### src/rtl/fp32_to_int16.sv
// IEEE-754 single to signed 16-bit integer converter, truncating toward zero.
// Special and out-of-range operands take a one-edge fast path; in-range ones are shifted one bit per clock.
module fp32_to_int16 (
  input  logic        clk,
  input  logic        rst,
  input  logic        in_valid,
  input  logic [31:0] in_data,
  output logic        in_ready,
  output logic        out_valid,
  input  logic        out_ready,
  output logic [15:0] out_data,
  output logic        ovf,
  output logic        inv
);

  typedef enum logic [1:0] {IDLE, SHIFT, OUT} state_t;

  state_t             state_q;
  logic [4:0]         cnt_q;
  logic [23:0]        mant_q;
  logic               sign_q;
  logic signed [15:0] out_data_q;
  logic               ovf_q;
  logic               inv_q;

  logic               sign_in;
  logic [7:0]         exp_in;
  logic [22:0]        frac_in;
  logic               is_nan, is_inf, is_big, is_small, is_min;
  logic               fast_d;
  logic signed [15:0] fast_data_d;
  logic               fast_ovf_d;
  logic               fast_inv_d;
  logic [23:0]        mant_shift_d;

  function automatic logic signed [15:0] sat_value(input logic sign);
    return sign ? 16'sh8000 : 16'sh7FFF;
  endfunction

  // Magnitude never exceeds 0x7FFF, so negation cannot overflow and -0 maps to 0.
  function automatic logic signed [15:0] apply_sign(input logic sign, input logic [15:0] mag);
    return sign ? -$signed(mag) : $signed(mag);
  endfunction

  assign sign_in  = in_data[31];
  assign exp_in   = in_data[30:23];
  assign frac_in  = in_data[22:0];

  assign is_nan   = (exp_in == 8'hFF) && (frac_in != 23'd0);
  assign is_inf   = (exp_in == 8'hFF) && (frac_in == 23'd0);
  assign is_min   = (in_data == 32'hC700_0000);
  assign is_big   = (exp_in >= 8'd142) && (exp_in != 8'hFF);
  assign is_small = (exp_in < 8'd127);
  assign fast_d   = is_nan || is_inf || is_big || is_small;

  always_comb begin
    fast_data_d = 16'sd0;
    fast_ovf_d  = 1'b0;
    fast_inv_d  = 1'b0;
    if (is_nan) begin
      fast_inv_d  = 1'b1;
    end else if (is_min) begin
      fast_data_d = 16'sh8000;
    end else if (is_inf || is_big) begin
      fast_data_d = sat_value(sign_in);
      fast_ovf_d  = 1'b1;
    end
  end

  assign mant_shift_d = {1'b0, mant_q[23:1]};

  always_ff @(posedge clk) begin
    if (rst) begin
      state_q    <= IDLE;
      cnt_q      <= 5'd0;
      mant_q     <= 24'd0;
      sign_q     <= 1'b0;
      out_data_q <= 16'sd0;
      ovf_q      <= 1'b0;
      inv_q      <= 1'b0;
    end else begin
      case (state_q)
        IDLE: begin
          if (in_valid) begin
            sign_q <= sign_in;
            mant_q <= {1'b1, frac_in};
            if (fast_d) begin
              state_q    <= OUT;
              out_data_q <= fast_data_d;
              ovf_q      <= fast_ovf_d;
              inv_q      <= fast_inv_d;
            end else begin
              state_q <= SHIFT;
              cnt_q   <= 5'(8'd150 - exp_in);
            end
          end
        end
        // One bit of right shift per edge; the final shift also forms the result.
        SHIFT: begin
          mant_q <= mant_shift_d;
          cnt_q  <= cnt_q - 5'd1;
          if (cnt_q == 5'd1) begin
            state_q    <= OUT;
            out_data_q <= apply_sign(sign_q, mant_shift_d[15:0]);
            ovf_q      <= 1'b0;
            inv_q      <= 1'b0;
          end
        end
        OUT: begin
          if (out_ready) begin
            state_q    <= IDLE;
            out_data_q <= 16'sd0;
            ovf_q      <= 1'b0;
            inv_q      <= 1'b0;
          end
        end
        default: state_q <= IDLE;
      endcase
    end
  end

  assign in_ready  = (state_q == IDLE);
  assign out_valid = (state_q == OUT);
  assign out_data  = out_data_q;
  assign ovf       = ovf_q;
  assign inv       = inv_q;

endmodule

### config.mk
export PLATFORM = sky130hd
export DESIGN_NAME = fp32_to_int16
export DESIGN_NICKNAME = d
export VERILOG_FILES = /design/src/rtl/fp32_to_int16.sv
export SDC_FILE = /design/constraint.sdc
export NUM_CORES = 1
export LEC_CHECK = 0
export ABC_CLOCK_PERIOD_IN_PS = 2100
export CORE_MARGIN = 2
export CORE_UTILIZATION = 30
export DETAILED_ROUTE_END_ITERATION = 8
export PLACE_DENSITY_LB_ADDON = 0.08
export SYNTH_ARGS = -nofsm -noshare
export SYNTH_HDL_FRONTEND = slang
export SYNTH_SLANG_ARGS = --single-unit
export TNS_END_PERCENT = 10
### constraint.sdc
create_clock -name clk -period 2.1 [get_ports clk]
set_input_delay 0.42 -clock clk [delete_from_list [all_inputs] [get_ports clk]]
set_output_delay 0.42 -clock clk [all_outputs]
set_load 0.02 [all_outputs]
# Word level (Yosys, flattened, before mapping)
# Cells that the tools add are included.
# word_totals
register_bits,50
latchBits,0
ram_bits,0
mem_bits_ro,0
inputBits,36
mem_count,0
# classes
add_sub_neg,3
mul,0
div,0
order_cmp,2
eq_ne,11
shift,0
mux,32
bitwise,0
reduce_logical,17
# op_table
cell,count
2-to-1 mux 16 bit,9
case mux 16 bit (3 select lines),1
case mux 24 bit (2 select lines),1
"== test 32 bit, second input constant",1
2-to-1 mux 24 bit,1
zero test 23 bit,1
nonzero test 23 bit,1
negation 16 bit,1
2-to-1 mux 1 bit,10
2-to-1 mux 5 bit,2
case mux 5 bit (2 select lines),1
"== test 8 bit, second input constant",1
"greater-or-equal comparator 8 bit, second input constant",1
"< comparator 8 x 7 -> 1 bit, second input constant",1
2-to-1 mux 2 bit,4
"inequality test 8 bit, second input constant",1
"inequality test 2 bit, second input constant",3
case mux 1 bit (3 select lines),2
case mux 2 bit (3 select lines),1
AND reduction 3 bit,2
"== test 5 x 1 -> 1 bit, second input constant",1
AND reduction 5 bit,1
"subtractor 5 x 1 -> 5 bit, second input constant",1
"subtractor 5 bit, first input constant",1
other kinds (9),16

# Depth between registers and ports, before layout
# Gate-level depths: netlist of run 1.
# logic_depth
ltp_word,9
ltp_mapped,10
mapped_depth_nobuf,7

# Worst setup path after synthesis of run 1
# OpenSTA, ideal clock, no wires.
# synth_timing
path_type,register to register
startpoint,register state_q[0]
endpoint,"register out_data_q[10], in the netlist out_data[10]"
setup_ns,0.142
t_arrival_ns,1.940
slack_ns,0.018
stages_incl_launch_ff,11
n_path_buf,3
cell_sequence,dfxtp_1 > inv_1 > ha_1 > clkbuf_2 > inv_1 > o221a_2 > nor2b_1 > buf_2 > buf_2 > a21oi_1 > a311oi_2
# synth_between
elab_chain_cells,3
elab_cells_between_ends,10
classes_between,eq/ne (6); mux (1); reduce/logical (3)
# synth_lines
element,line_no,text
start: declaration,18,state_t state_q;
start signal: assignment,74,state_q <= IDLE;
start signal: assignment,88,state_q <= OUT;
start signal: assignment,93,state_q <= SHIFT;
zero test 2 bit (*),--,
net in_ready,8,"output logic in_ready,"
"inequality test 2 x 1 -> 1 bit (no line), or another cell as far along",--,
AND reduction 5 bit (no line),--,
end signal: assignment,89,out_data_q <= fast_data_d;
end signal: assignment,104,"out_data_q <= apply_sign(sign_q, mant_shift_d[15:0]);"
end: declaration,22,logic signed [15:0] out_data_q;
# Mark *: on every way through the listed nets, which the timed path passes. The rest lies on a longest branch.
# A chain may end at the register's enable or synchronous reset.

# Worst setup path after layout of run 1
# layout_timing
startpoint,input in_data[27]
endpoint,"register inv_q, in the netlist inv"
# layout_between
elab_chain_cells,7
elab_cells_between_ends,16
classes_between,order compare (2); eq/ne (3); mux (4); reduce/logical (7)
# layout_lines
element,line_no,text
start: declaration,7,"input logic [31:0] in_data,"
branches (longest 7 deep; another with greater-or-equal comparator 8 bit),--,
end signal: assignment,91,inv_q <= fast_inv_d;
end: declaration,24,logic inv_q;
# Parallel ways; which one is timed is not known. The select of a mux whose other input is x is not followed.

==> results_dict.tcl, run 1 <==
set metrics [dict create \
    min_to "mant_q[17]" \
    final_nets 483 \
    ff_latch_area_um2 983 \
    power_mw 2.76 \
    drt-initial-drc-count 86 \
    ff2ff_path_depth 8 \
    power_frac_seq_pct 40.8 \
    synth_top_cell_by_area "dfxtp_1" \
    slowest_delay_ns 0.53 \
    cts-buffers-inserted 5 \
    grt_pass1_wl_um 12900 \
    netlist_instances 340 \
    whs_path_depth 2 \
    timing.fmax_ghz 0.499 \
    p_switching_mw 0.940 \
    insertion_delay_ns 0.31 \
    antenna_found_initial 0 \
    p_per_area_nw_per_um2 632 \
    r2r-end "inv" \
    rows 36 \
    p_sw_share_pct 34.1 \
    p_leak_nw 1.67 \
    layout_min_cycle_time_ns 2.00 \
    irDropWorstVdd_v 0.000348 \
    dp.cells 562 \
    rsz0062_at_grt "no" \
    ctsHoldBuffers 0 \
    timing.rr.start "cnt_q[1]" \
    yosysSeqAreaShare_pct 33.2 \
    cp.arrival_ns 2.23 \
    overflow 0 \
    crit_type "primary input to flop" \
    maxSlewViolCount 0 \
    cts.sink_count 49 \
    die_h_um 103 \
    multi_input_area_um2 1950 \
    wl_um 7990 \
    drive_gt1_share_pct 27.6 \
    p_int_mw 1.82 \
    max_slew.worst_pin.slew_ns 0.709 \
    port_buffers 55 \
    antennaDiodeCount 0 \
    r2r_slack_ns 0.13 \
    path_cells "clkdlybuf4s50_1 -> nand4_1 -> or2_2 -> o21bai_1 -> or4_1 -> a21oi_1" \
    drc 0 \
    htreeDepth 2 \
    pin_count 56 \
    hold_violations 0 \
    die_x_um 103 \
    grt_pass1_vias 2602 \
    fill_cells 988 \
    globalRouteTotalUtil_pct 15.2 \
    avgSynthCellArea_um2 8.70 \
    maxSlewHeadroom_pct 52.7 \
    syn_area_um2 2960 \
    grt_max_degree 45 \
    dieArea_um2 10700 \
    critPathCaptureType "flop" \
    synth_fp_nets 385 \
    synth_cell_type_count 51 \
    status "finished, final reports clean" \
    cts_tree "yes" \
    dr.pass1.iters 4 \
    dr_total_vias 2809 \
    p_comb_share_pct 37.3 \
    cp_slowest_cell "clkdlybuf4s50_1" \
    fin_cells 572 \
    ant_nets 0 \
    synthTopCellsByArea "dfxtp_1 33%, mux2i_1 7.4%, a211oi_1 5.8%, a21oi_1 5.1%, a311oi_2 5.1%" \
    ys_ff_latch 49 \
    finalCritPeriodShare_pct 95.5 \
    drv_cap 0 \
    async_flop_share_pct 0 \
    clkSlewWorstSetupHoldPaths_ns 0.10 \
    synth_edf_count 0 \
    area_delta_synth_final_pct 47.6 \
    hp-class "flop to flop" \
    core_um2 9680 \
    root_buffer "clkbuf_8" \
    cts_buffer_depth 2 \
    synth_top_area_share_pct 33.2 \
    clockPowerShare_pct 21.9 \
    via_per_inst 4.91 \
    ys_warn_count 0 \
    crit_required_ns 2.32 \
    dp_hpwl_um 5940 \
    startpoint_type "primary input" \
    crit_fanout 3 \
    finalWeightedCongestion 0.773 \
    setup_viol_count_final 0 \
    fin_skew_ns 0.0160 \
    hp-start "mant_q[17]" \
    start_util_pct 30.5 \
    wl_per_cell_um 14.0 \
    synthFlopType "dfxtp_1" \
]
==> metal layers <==
metal  up-vias  global-route usage, %  part of all wire, %
met2        47                   23.6                   44
met3         6                   2.42                  3.3
li1       1461                      -                    -
met4         0                   3.04                 0.89
met1      1295                   22.2                   51
met5         -                      0                    0
==> worst max path at each step <==
stage / startpoint / endpoint / slack, ns / cells past startpoint
after floorplan: state_q[0] / out_data[10] / 0.02 / 10
after global placement: in_data[24] / out_data[14] / -0.46 / 7
after detailed placement: in_data[24] / out_data[4] / -0.51 / 7
after CTS: in_data[24] / out_data[0] / -0.02 / 8
after global routing: state_q[1] / inv / 0.002 / 7
final: in_data[27] / inv / 0.1 / 6
==> worst max-delay path: cells and delay by family <==
kind | cells | cell delay, ns
AO/OA/AOI/OAI | 2 | 0.35
AND/OR/NAND/NOR | 3 | 0.91
buffers and inverters | 1 | 0.53
==> area by class of cell <==
class | count | area share [%]
multi-input combinational | 253 | 44.7
tap | 133 | 3.81
sequential | 49 | 22.5
inverter | 12 | 1.03
clock buffer | 6 | 1.89
timing repair buffer | 117 | 25.7
clock inverter | 2 | 0.315
==> repair_timing <==
| action | in CTS | in global routing |
|---|---|---|
| gates resized for setup | 5 | 42 |
| pin swaps | 3 | 24 |
| gates cloned | 0 | 1 |
| endpoints found under the hold margin | 0 | 0 |
| endpoints found under the setup margin | 19 | 23 |
| setup buffers | 1 | 0 |
==> synth_stat cells, types with 2 or more instances <==
cell type   n
dfxtp_1    49
nor2_1     33
a21oi_1    30
nand2_1    27
a211oi_1   23
mux2i_1    22
clkbuf_1   16
xnor2_1    14
o21ai_0    13
inv_1      11
a311oi_2   10
ha_1        9
a311oi_1    7
nor4_1      7
o31ai_1     6
nand3_1     5
nor3_1      5
buf_2       4
o41ai_2     4
or4_1       4
nand2b_1    3
or2_2       3
buf_1       2
buf_6       2
nand4_1     2
nor2b_1     2
o41ai_1     2
xor2_1      2
==> flip-flops by register name, summed over array words and instances, names as in the netlist <==
signal    cells
cnt_q         5
inv           1
mant_q       23
out_data     16
ovf           1
sign_q        1
state_q       2
==> cell usage in the layout (no fill, tap or decap), types with 3 or more instances in the layout <==
cell	count
xnor2_1	14
nand3_1	5
clkbuf_8	6
a21oi_1	30
a211oi_1	23
nor3_1	5
or2_2	3
buf_12	4
a311oi_2	15
nor2_1	33
nand2_1	26
dfxtp_1	47
o31ai_1	4
or4_1	3
inv_1	10
dlymetal6s2s_1	17
nor4_2	5
buf_4	56
o21ai_0	13
clkdlybuf4s50_1	36
ha_1	8
o41ai_2	4
mux2i_1	22
==> cell families (layout without fill, tap and decap cells) <==
kind of cell	count (synthesis)	in the layout	synth area share [%]
DFF	49	49	33.2
adders and majority gates	9	9	3.81
xor gates and xnor gates	16	16	4.74
muxes	22	22	7.44
buffers and inverters	38	137	5.67
and+or+nand+nor	98	98	15.7
AOI/OAI and AO/OA	108	108	29.4
==> power by group through the flow <==
stage,Combinational [mW],Clock (mW),Sequential (mW)
finish,1.03,0.603,1.13
global route,1.13,0.662,1.14
CTS,0.989,0.632,1.12
detailed placement,0.984,0,1.14
global placement,0.975,0,1.15
floorplan,0.509,0,1.19
==> stage by stage <==
step                      worst slack, ns  hold slack (ns)  util, %  instance area [um2]  TNS [ns]
final                              0.0955            0.504     45.1                 4370         0
after global routing              0.00153            0.546     45.1                 4370         0
after CTS                         -0.0208            0.505     43.1                 4170   -0.0862
after detailed placement           -0.506            0.490     41.8                 4050     -9.75
after global placement             -0.462            0.479     41.8                 4050     -9.14
after floorplan                    0.0175            0.454        -                 2960         0
Power figures use the tool's default switching activity.
==> run 2: changes to the inputs <==
- CORE_ASPECT_RATIO: default -> 1.1
==> results_dict.tcl, run 2 (same netlist as run 1, synthesis figures left out) <==
set metrics [dict create \
    dr.pass1.iters 4 \
    min_to "mant_q[21]" \
    drive_gt1_share_pct 28.5 \
    finalCritPeriodShare_pct 96.9 \
    htreeDepth 2 \
    overflow 0 \
    hp-start "mant_q[21]" \
    whs_path_depth 2 \
    timing.fmax_ghz 0.491 \
    final_cell_area_um2 4380 \
    path_delay_family "compound AO/OA/AOI/OAI gates" \
    grt_max_degree 45 \
    grt_pass1_wl_um 13600 \
    post_dp_cell_area_um2 4040 \
    largest_reg_flops 23 \
    via_per_inst 5.10 \
    dp.cells 549 \
    cts-buffers-inserted 5 \
    r2r-end "out_data[4]" \
    globalRouteTotalUtil_pct 15.5 \
    die_x_um 98.7 \
    status "finished, final reports clean" \
    ctsHoldBuffers 0 \
    rows 38 \
    clkSlewWorstSetupHoldPaths_ns 0.09 \
    ff2ff_path_depth 7 \
    setup_viol_count_final 0 \
    final_common_cell "buf_4" \
    cp.depth 7 \
    maxSlewViolCount 0 \
    pin_count 56 \
    finalWeightedCongestion 0.759 \
    hold_violations 0 \
    cp_slowest_cell "clkdlybuf4s50_1" \
    crit_type "primary input to flop" \
    layout_min_cycle_time_ns 2.04 \
    port_buffers 55 \
    dieArea_um2 10700 \
    core_um2 9750 \
    dp_hpwl_um 6070 \
    p_per_area_nw_per_um2 615 \
    drv_cap 0 \
    cp.arrival_ns 2.25 \
    crit_required_ns 2.31 \
    critPathCaptureType "flop" \
    top_register "mant_q" \
    crit_fanout 7 \
    cts.sink_count 49 \
    fin_cells 562 \
    dr_total_vias 2869 \
    max_slew.worst_pin.slew_ns 0.729 \
    start_util_pct 30.3 \
    wl_um 8340 \
    cts_buffer_depth 2 \
    startpoint_type "primary input" \
    grt_pass1_vias 2723 \
    mostFrequentLayoutCells "60 x buf_4, 47 x dfxtp_1, 33 x nor2_1" \
    root_buffer "clkbuf_8" \
    path_cells "clkdlybuf4s50_1 -> nor4_2 -> nand2_2 -> a2111oi_4 -> o21bai_4 -> clkbuf_16 -> a311oi_2" \
    wl_per_cell_um 14.8 \
    maxSlewHeadroom_pct 51.3 \
    antenna_found_initial 0 \
    p_leak_nw 1.71 \
    slowest_delay_ns 0.44 \
    insertion_delay_ns 0.30 \
    timing.rr.start "state_q[0]" \
    hp-class "flop to flop" \
    drt-initial-drc-count 81 \
    final_nets 488 \
    r2r_slack_ns 0.07 \
    antennaDiodeCount 0 \
    irDropWorstVdd_v 0.000273 \
    area_delta_synth_final_pct 48.1 \
    ant_nets 0 \
    drc 0 \
    cts_tree "yes" \
    fin_skew_ns 0.0100 \
    die_h_um 108 \
    critPathBufInv 2 \
]
[run 2: cell types whose count changed in the layout (fill, tap and decap cells not counted), sizes merged]
cell           delta
buf               +5
clkdlybuf4s50     -4
clkinv            -1
dlymetal6s2s      +3
[run 2: where the power goes]
| part | leakage [nW] | internal [mW] | switching, mW | total, mW |
|---|---|---|---|---|
| sequential | 0.406 | 1.04 | 0.0860 | 1.13 |
| combinational | 1.26 | 0.511 | 0.531 | 1.04 |
| clock | 0.0399 | 0.220 | 0.307 | 0.527 |
[run 2: what timing repair did]
action / 4_1_cts / 5_1_grt
pin swaps: 2 / 13
hold endpoints to repair: 0 / 0
gates cloned: 0 / 1
resized for setup: 5 / 50
buffers inserted: 1 / 5
setup endpoints to repair: 19 / 23
[run 2: routing by layer]
metal	part of all wire, %	vias to the layer above	GRT usage, %	routed length (um)
met5	0	-	0	0
met2	48	48	25.9	3970
met4	0.92	0	4.01	77
met3	2.7	4	2.39	228
li1	-	1468	-	-
met1	49	1349	21.0	4060
[run 2: cell type report]
class                      instances  area, um2
timing repair buffer             122       1170
clock buffer                       5       68.8
fill                             987       5370
clock inverter                     1       5.00
inverter                          12       45.0
multi-input combinational        253       1960
sequential                        49        983
tap                              120        150
[run 2: worst register-to-register path, cell delays in order, from the launching register on]
cell       delay (ns)
dfxtp_2          0.36
inv_1            0.07
ha_1             0.32
nand2b_4         0.17
a2111oi_4        0.44
o21bai_4         0.15
clkbuf_16        0.19
a311oi_2         0.23
[run 2: worst max-delay path by stage]
stage | to | start
after floorplan | out_data[10] | state_q[0]
after global placement | out_data[14] | in_data[23]
after detailed placement | out_data[13] | in_data[23]
after CTS | inv | in_data[24]
after global routing | out_data[4] | in_data[12]
final | out_data[4] | in_data[12]
[run 2: stage by stage]
stage	setup TNS, ns	power (mW)	hold WS [ns]	utilization [%]	setup WS [ns]
final	0	2.70	0.505	44.9	0.0646
after global routing	-0.0885	2.88	0.524	44.9	-0.0271
after CTS	-0.0839	2.68	0.504	42.3	-0.0312
after detailed placement	-10.15	2.13	0.491	41.4	-0.526
after global placement	-9.97	2.12	0.478	41.4	-0.498
after floorplan	0	1.70	0.454	-	0.0175
